==> config.mk <==
export PLATFORM = sky130hd
export DESIGN_NAME = switch_router
export DESIGN_NICKNAME = d
export VERILOG_FILES = /design/src/rtl/switch_router_pkg.sv /design/src/rtl/switch_fifo.sv /design/src/rtl/switch_router.sv
export SDC_FILE = /design/constraint.sdc
export NUM_CORES = 1
export LEC_CHECK = 0
export ABC_AREA = 1
export CAP_MARGIN = 0
export CORE_MARGIN = 2
export CORE_UTILIZATION = 50
export DETAILED_ROUTE_END_ITERATION = 8
export PLACE_DENSITY = 0.79
export REMOVE_ABC_BUFFERS = 1
export SLEW_MARGIN = 15
export SYNTH_ARGS = -nofsm -noshare
export SYNTH_HDL_FRONTEND = slang
export SYNTH_SLANG_ARGS = --single-unit
==> constraint.sdc <==
create_clock -name clk -period 3.68 [get_ports clk]
set_input_delay 0.92 -clock clk [delete_from_list [all_inputs] [get_ports clk]]
set_output_delay 0.92 -clock clk [all_outputs]
set_load 0.005 [all_outputs]
==> src/rtl/switch_router_pkg.sv <==
// Shared helpers for switch_router: port decode and width calculations.
package switch_router_pkg;

  function automatic int unsigned port_w_f(input int unsigned num_ports);
    return (num_ports > 1) ? $clog2(num_ports) : 1;
  endfunction

  function automatic int unsigned cnt_w_f(input int unsigned depth);
    return $clog2(depth + 1);
  endfunction

  // Address ranges above the last port all land on the last port.
  function automatic int unsigned port_idx_f(input logic [31:0] addr,
                                             input int unsigned shift,
                                             input int unsigned num_ports);
    logic [31:0] idx;
    idx = addr >> shift;
    if (idx > 32'(num_ports - 1)) return num_ports - 1;
    return idx;
  endfunction

endpackage

==> src/rtl/switch_fifo.sv <==
// Synchronous show-ahead FIFO: head entry is visible on dout whenever not empty.
module switch_fifo
  import switch_router_pkg::*;
#(
  parameter int WIDTH = 24,
  parameter int DEPTH = 4,
  parameter int CNT_W = 3
) (
  input  logic             clk,
  input  logic             rstn,
  input  logic             push,
  input  logic [WIDTH-1:0] din,
  input  logic             pop,
  output logic [WIDTH-1:0] dout,
  output logic             full,
  output logic             empty,
  output logic [CNT_W-1:0] count
);

  localparam int PTR_W = $clog2(DEPTH);

  logic [WIDTH-1:0] mem [DEPTH];
  logic [PTR_W-1:0] wr_ptr;
  logic [PTR_W-1:0] rd_ptr;
  logic             push_ok;
  logic             pop_ok;

  assign full    = (count == CNT_W'(DEPTH));
  assign empty   = (count == '0);
  assign push_ok = push & ~full;
  assign pop_ok  = pop & ~empty;
  assign dout    = mem[rd_ptr];

  // NOTE: storage has no reset; count gates visibility, so stale entries are never observed.
  always_ff @(posedge clk) begin
    if (push_ok) mem[wr_ptr] <= din;
  end

  // DEPTH is a power of two, so pointers wrap by natural overflow.
  always_ff @(posedge clk or negedge rstn) begin
    if (!rstn) begin
      wr_ptr <= '0;
      rd_ptr <= '0;
      count  <= '0;
    end else begin
      if (push_ok) wr_ptr <= wr_ptr + 1'b1;
      if (pop_ok)  rd_ptr <= rd_ptr + 1'b1;
      unique case ({push_ok, pop_ok})
        2'b10:   count <= count + 1'b1;
        2'b01:   count <= count - 1'b1;
        default: count <= count;
      endcase
    end
  end

endmodule

==> src/rtl/switch_router.sv <==
// Address-routed switch: one input stream steered into per-port show-ahead FIFOs.
module switch_router
  import switch_router_pkg::*;
#(
  parameter int ADDR_WIDTH = 8,
  parameter int DATA_WIDTH = 16,
  parameter int NUM_PORTS  = 4,
  parameter int ADDR_SHIFT = 6,
  parameter int FIFO_DEPTH = 4
) (
  input  logic                                         clk,
  input  logic                                         rstn,
  input  logic                                         in_vld,
  output logic                                         in_rdy,
  input  logic [ADDR_WIDTH-1:0]                        in_addr,
  input  logic [DATA_WIDTH-1:0]                        in_data,
  output logic [NUM_PORTS-1:0]                         out_vld,
  input  logic [NUM_PORTS-1:0]                         out_rdy,
  output logic [NUM_PORTS*ADDR_WIDTH-1:0]              out_addr,
  output logic [NUM_PORTS*DATA_WIDTH-1:0]              out_data,
  output logic [NUM_PORTS*$clog2(FIFO_DEPTH+1)-1:0]    fifo_cnt
);

  localparam int PORT_W = port_w_f(NUM_PORTS);
  localparam int CNT_W  = cnt_w_f(FIFO_DEPTH);

  typedef struct packed {
    logic [ADDR_WIDTH-1:0] addr;
    logic [DATA_WIDTH-1:0] data;
  } beat_t;

  beat_t                 in_beat;
  logic [PORT_W-1:0]     tgt;
  logic [NUM_PORTS-1:0]  full_vec;

  assign in_beat = '{addr: in_addr, data: in_data};
  assign tgt     = PORT_W'(port_idx_f(32'(in_addr), ADDR_SHIFT, NUM_PORTS));

  // Depends only on the address and registered counts, never on out_rdy.
  assign in_rdy  = ~full_vec[tgt];

  for (genvar p = 0; p < NUM_PORTS; p++) begin : g_port
    beat_t             head;
    logic              empty;
    logic              full;
    logic [CNT_W-1:0]  cnt;
    logic              push;
    logic              pop;

    assign push = in_vld & in_rdy & (tgt == PORT_W'(p));
    assign pop  = out_rdy[p] & ~empty;

    switch_fifo #(
      .WIDTH ($bits(beat_t)),
      .DEPTH (FIFO_DEPTH),
      .CNT_W (CNT_W)
    ) u_fifo (
      .clk   (clk),
      .rstn  (rstn),
      .push  (push),
      .din   (in_beat),
      .pop   (pop),
      .dout  (head),
      .full  (full),
      .empty (empty),
      .count (cnt)
    );

    assign full_vec[p]                             = full;
    assign out_vld[p]                              = ~empty;
    assign out_addr[p*ADDR_WIDTH +: ADDR_WIDTH]    = empty ? '0 : head.addr;
    assign out_data[p*DATA_WIDTH +: DATA_WIDTH]    = empty ? '0 : head.data;
    assign fifo_cnt[p*CNT_W +: CNT_W]              = cnt;
  end

endmodule

======== Yosys cells after proc, flatten, opt, wreduce, memory -nomap -nowiden ========
Memories as Yosys holds them, arrays and structs flattened.
Index checks and enable logic that the tools add are counted.
Widths: inputs -> output; s select.
operators by class
  equal/unequal tests ..................... 15
  add/sub/neg operators ................... 16
  mux-type cells .......................... 25
  magnitude comparators ................... 2
  bitwise gates (word level) .............. 26
  reduce and logical (&&, ||, !) cells .... 9
operators with widths
  kind                 number
  $mux 16              4
  $mux 8               4
  $pmux 3 s2           4
  $and 1x1->1          17
  $add 2x1->2 const B  8
  $add 3x1->3 const B  4
  $eq 2x2->1 const B   6
  $eq 3x3->1 const B   4
  $logic_not 3->1      4
  $sub 3x1->3 const B  4
  $eq 2x1->1 const B   5
  $mux 1               10
  $not 1->1            9
  $reduce_bool 2->1    4
  $mux 2               2
  $lt 2x3->1 const B   1
  $bmux 1 s2           1
  $gt 2x2->1 const B   1
  $logic_not 2->1      1
storage, ports and cells
  logic and storage cells ................. 109
  input port bits ......................... 31
  output and inout port bits .............. 113
  register bits ........................... 28
  memory bits (writable) .................. 384
  memories ................................ 4
memories
  memory                depth  width  read ports  clocked after Yosys merged registers in  wr ports  RTL line           RTL
  g_port[0].u_fifo.mem  4      24     1           0                                        1         switch_fifo.sv:22  logic [WIDTH-1:0] mem [DEPTH];
  g_port[1].u_fifo.mem  4      24     1           0                                        1         switch_fifo.sv:22
  g_port[2].u_fifo.mem  4      24     1           0                                        1         switch_fifo.sv:22
  g_port[3].u_fifo.mem  4      24     1           0                                        1         switch_fifo.sv:22

======== Depth between registers and ports, before layout ========
Gate-level depths: netlist of run 1.
  word-level depth ........................ 11
  depth in mapped cells ................... 13
  gate-level depth less buffers ........... 13

======== Hierarchy ========
A second synthesis of run 1 with hierarchy kept.
unflattened totals
  cell total of the unflattened synthesis .. 1,601
  area, all modules ....................... 18,366.4 um^2
modules (own cells, without submodules)
  module                              sequential area each (um^2)  cells an instance  area each (um^2)  times used
  switch_fifo (g_port[2].u_fifo ...)  3,057.9                      341                4,374.2           2
  switch_fifo (g_port[0].u_fifo ...)  3,057.9                      341                4,345.4           2
  switch_router                       0.0                          237                927.1             1

======== Worst setup path before layout of run 1 ========
OpenSTA, ideal clock, no wires.
  path type ............................... input-to-reg
  start point ............................. input in_addr[6]
  end point ............................... memory g_port[2].u_fifo.mem[0][0] (enable)
  slack ................................... 0.805 ns
  path buffers ............................ 0
  cell stages on the path ................. 7
  library setup time ...................... 0.405 ns
  data arrival time ....................... 2.471 ns
  data required time ...................... 3.275 ns
  cells stage by stage .................... nor2_1 > nand2_1 > nand2_1 > inv_2 > nand2_8 > nand3_4 > nor2_1
between the ends
  word-level cells in the longest chain between the ends .. 11
  elaborated cells on any way between the ends .. 13
  classes of those cells .................. 1 x order compare; 1 x eq/ne; 7 x mux; 4 x bitwise
RTL lines
  item                                     RTL line                 RTL
  start: declaration                       switch_router.sv:15      input logic [ADDR_WIDTH-1:0] in_addr,
  $gt 2x2->1                               switch_router_pkg.sv:18  if (idx > 32'(num_ports - 1)) return num_ports - 1;
  $mux 2 / $mux 1 (equally long branches)  switch_router_pkg.sv:18
  $mux 2 (*)                               switch_router_pkg.sv:19  return idx;
  $bmux 1 s2 (*)                           switch_router.sv:40      assign in_rdy = ~full_vec[tgt];
  $mux 1 (not written as such) (*)         switch_router.sv:40
  $not 1->1 (*)                            switch_router.sv:40
  via in_rdy                               switch_router.sv:14      output logic in_rdy,
  $and 1x1->1 (*) (2 in series)            switch_router.sv:50      assign push = in_vld & in_rdy & (tgt == PORT_W'(p));
  $and 1x1->1 (*)                          switch_fifo.sv:30        assign push_ok = push & ~full;
  $mux 1 (*)                               switch_fifo.sv:36        if (push_ok) mem[wr_ptr] <= din;
  $mux 1 (not written as such) (*)         switch_fifo.sv:36
  end: declaration                         switch_fifo.sv:22
The timed path passes the listed nets; every way through them passes the cells marked *. The select of a mux whose other input is x is not followed.

======== Worst setup path after layout of run 1 ========
  start point ............................. register g_port[1].u_fifo.rd_ptr[0]
  end point ............................... output out_addr[14]
between the ends
  word-level cells in the longest chain between the ends .. 2
RTL lines
  item                      RTL line             RTL
  start: declaration        switch_fifo.sv:24    logic [PTR_W-1:0] rd_ptr;
  start signal: assignment  switch_fifo.sv:47    if (pop_ok) rd_ptr <= rd_ptr + 1'b1;
  $mem_v2 4x24              -
  $mux 8                    switch_router.sv:71  assign out_addr[p*ADDR_WIDTH +: ADDR_WIDTH] = empty ? '0 : head.addr;
  end: declaration          switch_router.sv:19  output logic [NUM_PORTS*ADDR_WIDTH-1:0] out_addr,
No other way between the ends.

==> metrics.md, run 1 <==
| Metric | Value |
|---|---|
| Delay-heaviest family, CP | `buffers and inverters` |
| Status | `finished clean` |
| Crit path required time | `2.76 ns` |
| Post-layout nets | `1549` |
| Max stage delay on crit path | `0.58 ns` |
| Filler Cells Inserted | `2343` |
| Final WS setup | `0.0611 ns` |
| CTS Hold Buffers Added | `0` |
| Slew @ Worst Pin | `0.835 ns` |
| Dominant cells by area after synthesis | `edfxtp_1, nor2_1, o21ai_0` |
| Commonest non-fill, non-tap cells in the layout | `nor2_1, edfxtp_1, o21ai_0, clkdlybuf4s50_1, a21oi_1` |
| Setup TNS | `0 ns` |
| Max Buffers Root-to-Sink | `3` |
| Width of the die | `186 µm` |
| DRC viols | `0` |
| Final hold violations | `0` |
| Yosys warns | `0` |
| Gr usage total | `0.218` |
| Maximum number of pins on one net before global-route repair | `39` |
| Fin Hold WS | `0.538 ns` |
| Layout area overhead | `20.1%` |
| Total power | `16300 µW` |
| Post-synth top area share | `0.693` |
| Post-cts sizing count | `2` |
| PwrDens | `814 mW/mm²` |
| Crit end category | `output pin` |
| Core Box Area | `0.0326 mm²` |
| Crit share post-route | `0.983` |
| Htree depth | `2` |
| Die area | `0.0348 mm²` |
| CTS buffer count | `41` |
| Initial antenna violation count | `0` |
| Gpl congestion | `0.756` |
| CP max stage cell | `clkdlybuf4s50_1` |
| Max_cap viols | `0` |
| Final HPWL DP | `22800 µm` |
| Mean Syn Cell Area | `12.5 µm²` |
| Global-route wire length before repair | `59100 µm` |
| Die Height | `186 µm` |
| Initial DRT Pass Iterations | `4` |
| Worst-path clk slew | `0.06 ns` |
| Slew Viols, Final | `0` |
| Gate Count Post-Synth | `1336` |
| CTS Sinks | `412` |
| Leak Pwr | `0.00690 µW` |
| Worst-skew pair later-pin latency | `0.52 ns` |
| CP Class | `reg -> out` |
| Share of layout cells above drive strength 1 | `0.0978` |
| Area leader, netlist | `edfxtp_1` |
| CP max FO | `26` |
| Sequential share of the synthesized area | `0.735` |
| Routed wire length | `38300 µm` |
| Synthesized cell area | `0.0166 mm²` |
| Crit path buf inv count | `2` |
| DR vias | `10811` |
| Hold WC Path Type | `reg -> reg` |
| Commonest non-fill, non-tap cell in the layout | `nor2_1` |
| Vias in the first global route | `10560` |
| Fin util | `0.613` |
| Peak Freq | `0.276 GHz` |
| Yosys cell types | `28` |
| Via density | `5.50` |
| GRT overflow | `0` |
| Post-CTS Setup Bufs | `0` |
| Effective utilization at floorplan | `0.510` |
| Worst VDD drop | `0.407 mV` |
| Unrepaired setup endpoints after global routing | `false` |
| Post-route ant nets | `0` |
| CTS Root Cell | `clkbuf_16` |
| CTS tree | `built` |
| Ports | `144` |
| FP Rows | `66` |
| Final Setup Violations | `0` |
| CP arrival | `2.70 ns` |
| Fin crit period | `3.62 ns` |
| DR iter-0 viols | `1120` |
| Diodes inserted | `0` |
| Clock skew | `0.0114 ns` |
| Critical-path cell list | `buf_6 > nor2_1 > nor2_1 > o21ai_0 > a21oi_1 > clkdlybuf4s50_1` |
| IO Port Bufs | `143` |
| Critical path launch point type | `flip-flop` |
| Yosys reg bits | `412` |
| Most used cell along the critical path | `nor2_1` |
| Drt wl/cell | `19.5 µm` |
| Pre-CTS setup slack | `0.173 ns` |
| Slew Limit Headroom | `0.442` |
==> logic make-up after synthesis <==
logic type | share of synthesized area
xor+xnor | 0.00947
buf+inv | 0.0342
flops | 0.735
compound gates | 0.0908
fa+ha+maj | 0.0199
simple gates | 0.111
==> tightest hold or removal path, cell delays in order (launching register included) <==
cell	delay (ns)
dfrtp_1	0.39
nand2_1	0.07
nand2_1	0.05
==> flip-flops by register name, indices dropped and copies added (netlist names) <==
signal,count
g_port.u_fifo.rd_ptr,8
g_port.u_fifo.count,12
g_port.u_fifo.mem,384
g_port.u_fifo.wr_ptr,8
==> Yosys cell counts, drive strengths merged <==
cell    number
inv         56
dfrtp       28
nor2       410
o21ai      200
nor3         4
nand3        7
a21oi      102
fa           4
clkbuf      34
nand4        4
edfxtp     384
buf         39
ha          20
clkinv       1
xnor2        8
xor2        10
nand2       25
==> metrics by stage <==
step	instances	cell area, µm²
finish	1965	20000
floorplan	1263	16300
global route	1965	20000
CTS	1965	20000
detailed placement	1893	18600
global placement	1893	18600
==> worst paths after layout <==
path / start / cells past startpoint / end / slack (ns)
setup / recovery: g_port[1].u_fifo.rd_ptr[0] / 6 / out_addr[14] / 0.06
hold / removal: g_port[3].u_fifo.wr_ptr[0] / 2 / g_port[3].u_fifo.wr_ptr[0] / 0.54
setup reg to reg: g_port[2].u_fifo.count[1] / 6 / g_port[2].u_fifo.count[1] / 1.33
hold reg to reg: g_port[3].u_fifo.wr_ptr[0] / 2 / g_port[3].u_fifo.wr_ptr[0] / 0.54
max in group asynchronous: rstn / 2 / g_port[2].u_fifo.rd_ptr[0] / 2.56
min in group asynchronous: rstn / 2 / g_port[3].u_fifo.count[2] / 0.79
==> layout make-up <==
class,instances,area [µm²],area share
clock buffers,53,1130,0.0567
clock inverters,19,204,0.0102
inverters,57,216,0.0108
multi-input cells,794,3870,0.194
flip-flops and latches,412,12200,0.612
well taps,442,553,0.0277
repair buffers,188,1780,0.0891
==> per-layer routing <==
metal | track usage | share of wire | wire (µm) | up-vias
li1 | - | - | - | 4965
met1 | 0.298 | 0.41 | 15700 | 5296
met2 | 0.362 | 0.48 | 18500 | 486
met3 | 0.0386 | 0.082 | 3160 | 64
met4 | 0.0640 | 0.025 | 952 | 0
met5 | 0 | 0 | 0 | -
==> power breakdown <==
group          internal [µW]  total, µW  switching, µW
Sequential              5490       5790            297
Combinational           2870       6360           3480
Clock                   2460       4130           1670
No activity file was read; power rests on OpenSTA's default activity.
==> run 2: changes to the inputs <==
--- a/config.mk
+++ b/config.mk
@@ -6,7 +6,7 @@
 export NUM_CORES = 1
 export LEC_CHECK = 0
 export ABC_AREA = 1
-export CAP_MARGIN = 0
+export CAP_MARGIN = 20
 export CORE_MARGIN = 2
 export CORE_UTILIZATION = 50
 export DETAILED_ROUTE_END_ITERATION = 8
==> results of run 2 <==
Final layout, timing and power as in run 1 (identical DEF).
==> run 3: changes to the inputs <==
--- a/config.mk
+++ b/config.mk
@@ -10,7 +10,8 @@
 export CORE_MARGIN = 2
 export CORE_UTILIZATION = 50
 export DETAILED_ROUTE_END_ITERATION = 8
-export PLACE_DENSITY = 0.79
+export DONT_BUFFER_PORTS = 1
+export PLACE_DENSITY = 0.73
 export REMOVE_ABC_BUFFERS = 1
 export SLEW_MARGIN = 15
 export SYNTH_ARGS = -nofsm -noshare
==> run 3 against run 2 <==
Net effect: clock power shrank 4%; sequential share of layout area grew 5.4 points; register-to-register slack lost 0.13 ns; global-route usage is essentially flat; non-clock buffer count shrank 159; largest cell class unchanged; setup slack gained 0.23 ns; routed wire length shrank 0.75%; highest routed layer unchanged; fmax grew 6.9%; critical endpoint is now out_data[34].
==> metrics.md, run 3 (same netlist as run 1, synthesis figures left out) <==
| Metric | Value |
|---|---|
| Largest register FFs | `384 (unchanged)` |
| Commonest non-fill, non-tap cells in the layout | `nor2_1, edfxtp_1, o21ai_0, a21oi_1, inv_1` |
| Setup TNS | `0 ns (unchanged)` |
| Layout area overhead | `10.3%` |
| Inst Count DP | `1734 (-8.4%)` |
| Worst-skew pair later-pin latency | `0.53 ns (about the same)` |
| Post-layout nets | `1390 (-10%)` |
| Clock skew | `0.0107 ns (-0.000750 ns)` |
| Critical path launch point type | `flip-flop` |
| Die area | `0.0348 mm² (unchanged)` |
| R2R Setup Slk | `1.20 ns (-0.13 ns)` |
| Routed wire length | `38000 µm (-0.75%)` |
| Slew Limit Headroom | `0.425 (-0.0165)` |
| Delay-heaviest family, CP | `flip-flops` |
| Final Setup Violations | `0 (unchanged)` |
| CP max stage cell | `dfrtp_1` |
| Fin Hold WS | `0.0882 ns (-0.449 ns)` |
| Diodes inserted | `0 (unchanged)` |
| Vias in the first global route | `9638 (-8.7%)` |
| Crit end category | `output pin` |
| Crit share post-route | `0.920 (-0.0632)` |
| Cells on worst reg2reg path | `6 (unchanged)` |
| Post-cts sizing count | `0 (-2)` |
| Peak Freq | `0.295 GHz (+6.9%)` |
| Slew @ Worst Pin | `0.862 ns (+0.0274 ns)` |
| Design Area, Final | `0.0184 mm² (-8.2%)` |
| CTS buffer count | `41 (unchanged)` |
| Initial antenna violation count | `0 (unchanged)` |
| Core Box Area | `0.0326 mm² (unchanged)` |
| Unrepaired setup endpoints after global routing | `false` |
| Die Height | `186 µm (unchanged)` |
| Critical-path cell list | `inv_2 > nor2_1 > o21ai_0 > a21oi_1` |
| GRT overflow | `0 (unchanged)` |
| Effective utilization at floorplan | `0.510 (unchanged)` |
| Drt wl/cell | `21.0 µm (+7.9%)` |
| Top Registers | `g_port.u_fifo.mem: 384 flops, g_port.u_fifo.count: 12 flops` |
| Maximum number of pins on one net before global-route repair | `51 (+31%)` |
| Status | `finished clean` |
| Post-CTS Setup Bufs | `0 (unchanged)` |
| Htree depth | `2 (unchanged)` |
| Share of layout cells above drive strength 1 | `0.0922 (-0.00559)` |
| Slew Viols, Final | `0 (unchanged)` |
| DR vias | `10032 (-7.2%)` |
| Largest reg by FF count | `g_port.u_fifo.mem` |
| Final hold violations | `0 (unchanged)` |
| CTS Root Cell | `clkbuf_16` |
| Width of the die | `186 µm (unchanged)` |
| Max stage delay on crit path | `0.91 ns (+0.33 ns)` |
| DRC viols | `0 (unchanged)` |
| Ports | `144 (unchanged)` |
| CTS tree | `built` |
| PwrDens | `768 mW/mm² (-5.8%)` |
| Post-route ant nets | `0 (unchanged)` |
| CP Class | `reg -> out` |
| Crit path required time | `2.76 ns (about the same)` |
| Worst VDD drop | `0.493 mV (+21%)` |
| Final HPWL DP | `22300 µm (-2.2%)` |
| Gpl congestion | `0.769 (+1.7%)` |
| IO Port Bufs | `0 (-100%)` |
| Commonest non-fill, non-tap cell in the layout | `nor2_1` |
| CP max FO | `25 (-3.8%)` |
| Worst r2r src | `g_port[0].u_fifo.count[0]` |
| Post-DP Area | `0.0171 mm² (-8.3%)` |
| Max Buffers Root-to-Sink | `3 (unchanged)` |
| Via density | `5.55 (+0.85%)` |
| Post-Layout Cell Count | `1808 (-8.0%)` |
| CP arrival | `2.47 ns (-0.23 ns)` |
| Global-route wire length before repair | `57400 µm (-2.8%)` |
| Hold WC Path Type | `in -> async` |
| Leak Pwr | `0.00622 µW (-9.8%)` |
| Reg2reg end | `g_port[0].u_fifo.count[1]` |
| Initial DRT Pass Iterations | `5 (+1)` |
| Max_cap viols | `0 (unchanged)` |
| CTS Hold Buffers Added | `0 (unchanged)` |
| DR iter-0 viols | `983 (-12%)` |
| FP Rows | `66 (unchanged)` |
| Fin crit period | `3.39 ns (-0.233 ns)` |
| Crit path buf inv count | `1 (-1)` |
| CTS Sinks | `412 (unchanged)` |
| Gr usage total | `0.218 (about the same)` |
| Worst-path clk slew | `0.06 ns (about the same)` |
-- run 3: changes by cell type in the layout (fill, tap and decap cells not counted), moves of 3 or more --
cell and change:
buf_4 -13, buf_6 -3, clkdlybuf4s50_1 -143, clkinv_1 +6, clkinv_2 -3, clkinvlp_4 +3
-- run 3: cell type report --
cell class                 count  area [µm²]
clock buffer                  52        1110
clock inverter                22         161
fill                        2566       14300
inverter                      57         215
multi-input combinational    794        3870
sequential                   412       12200
tap                          442         553
timing repair buffer          29         218
-- run 3: metal layers --
metal,part of all wire,vias up,GRT usage
met2,0.46,401,0.345
met3,0.085,80,0.0513
met5,0,-,0
met1,0.42,4909,0.296
met4,0.036,0,0.0831
li1,-,4642,-
-- run 3: through the flow --
stage                     total power [µW]  setup WS, ns  utilization
after CTS                            14200         0.276        0.563
after floorplan                       8730         0.805            -
after global placement               10100         0.899        0.524
final                                14100         0.294        0.563
after global routing                 14900        0.0453        0.563
after detailed placement             10300         0.845        0.524
-- run 3: how the worst max path moves through the flow --
| stage | slack [ns] | cells past startpoint | from | to |
|---|---|---|---|---|
| floorplan | 0.80 | 7 | in_addr[6] | g_port[2].u_fifo.mem[0][0] |
| global placement | 0.90 | 4 | g_port[2].u_fifo.rd_ptr[1] | out_addr[17] |
| detailed placement | 0.84 | 4 | g_port[2].u_fifo.rd_ptr[1] | out_data[47] |
| CTS | 0.28 | 4 | g_port[2].u_fifo.rd_ptr[1] | out_data[47] |
| global route | 0.05 | 4 | g_port[2].u_fifo.rd_ptr[1] | out_data[46] |
| finish | 0.29 | 4 | g_port[2].u_fifo.rd_ptr[1] | out_data[34] |
-- run 3: report_power, final --
part / total, µW / internal (µW) / switching [µW]
Clock: 3960 / 2270 / 1680
Combinational: 4310 / 1260 / 3050
Sequential: 5820 / 5490 / 329
Total: 14100 / 9020 / 5070
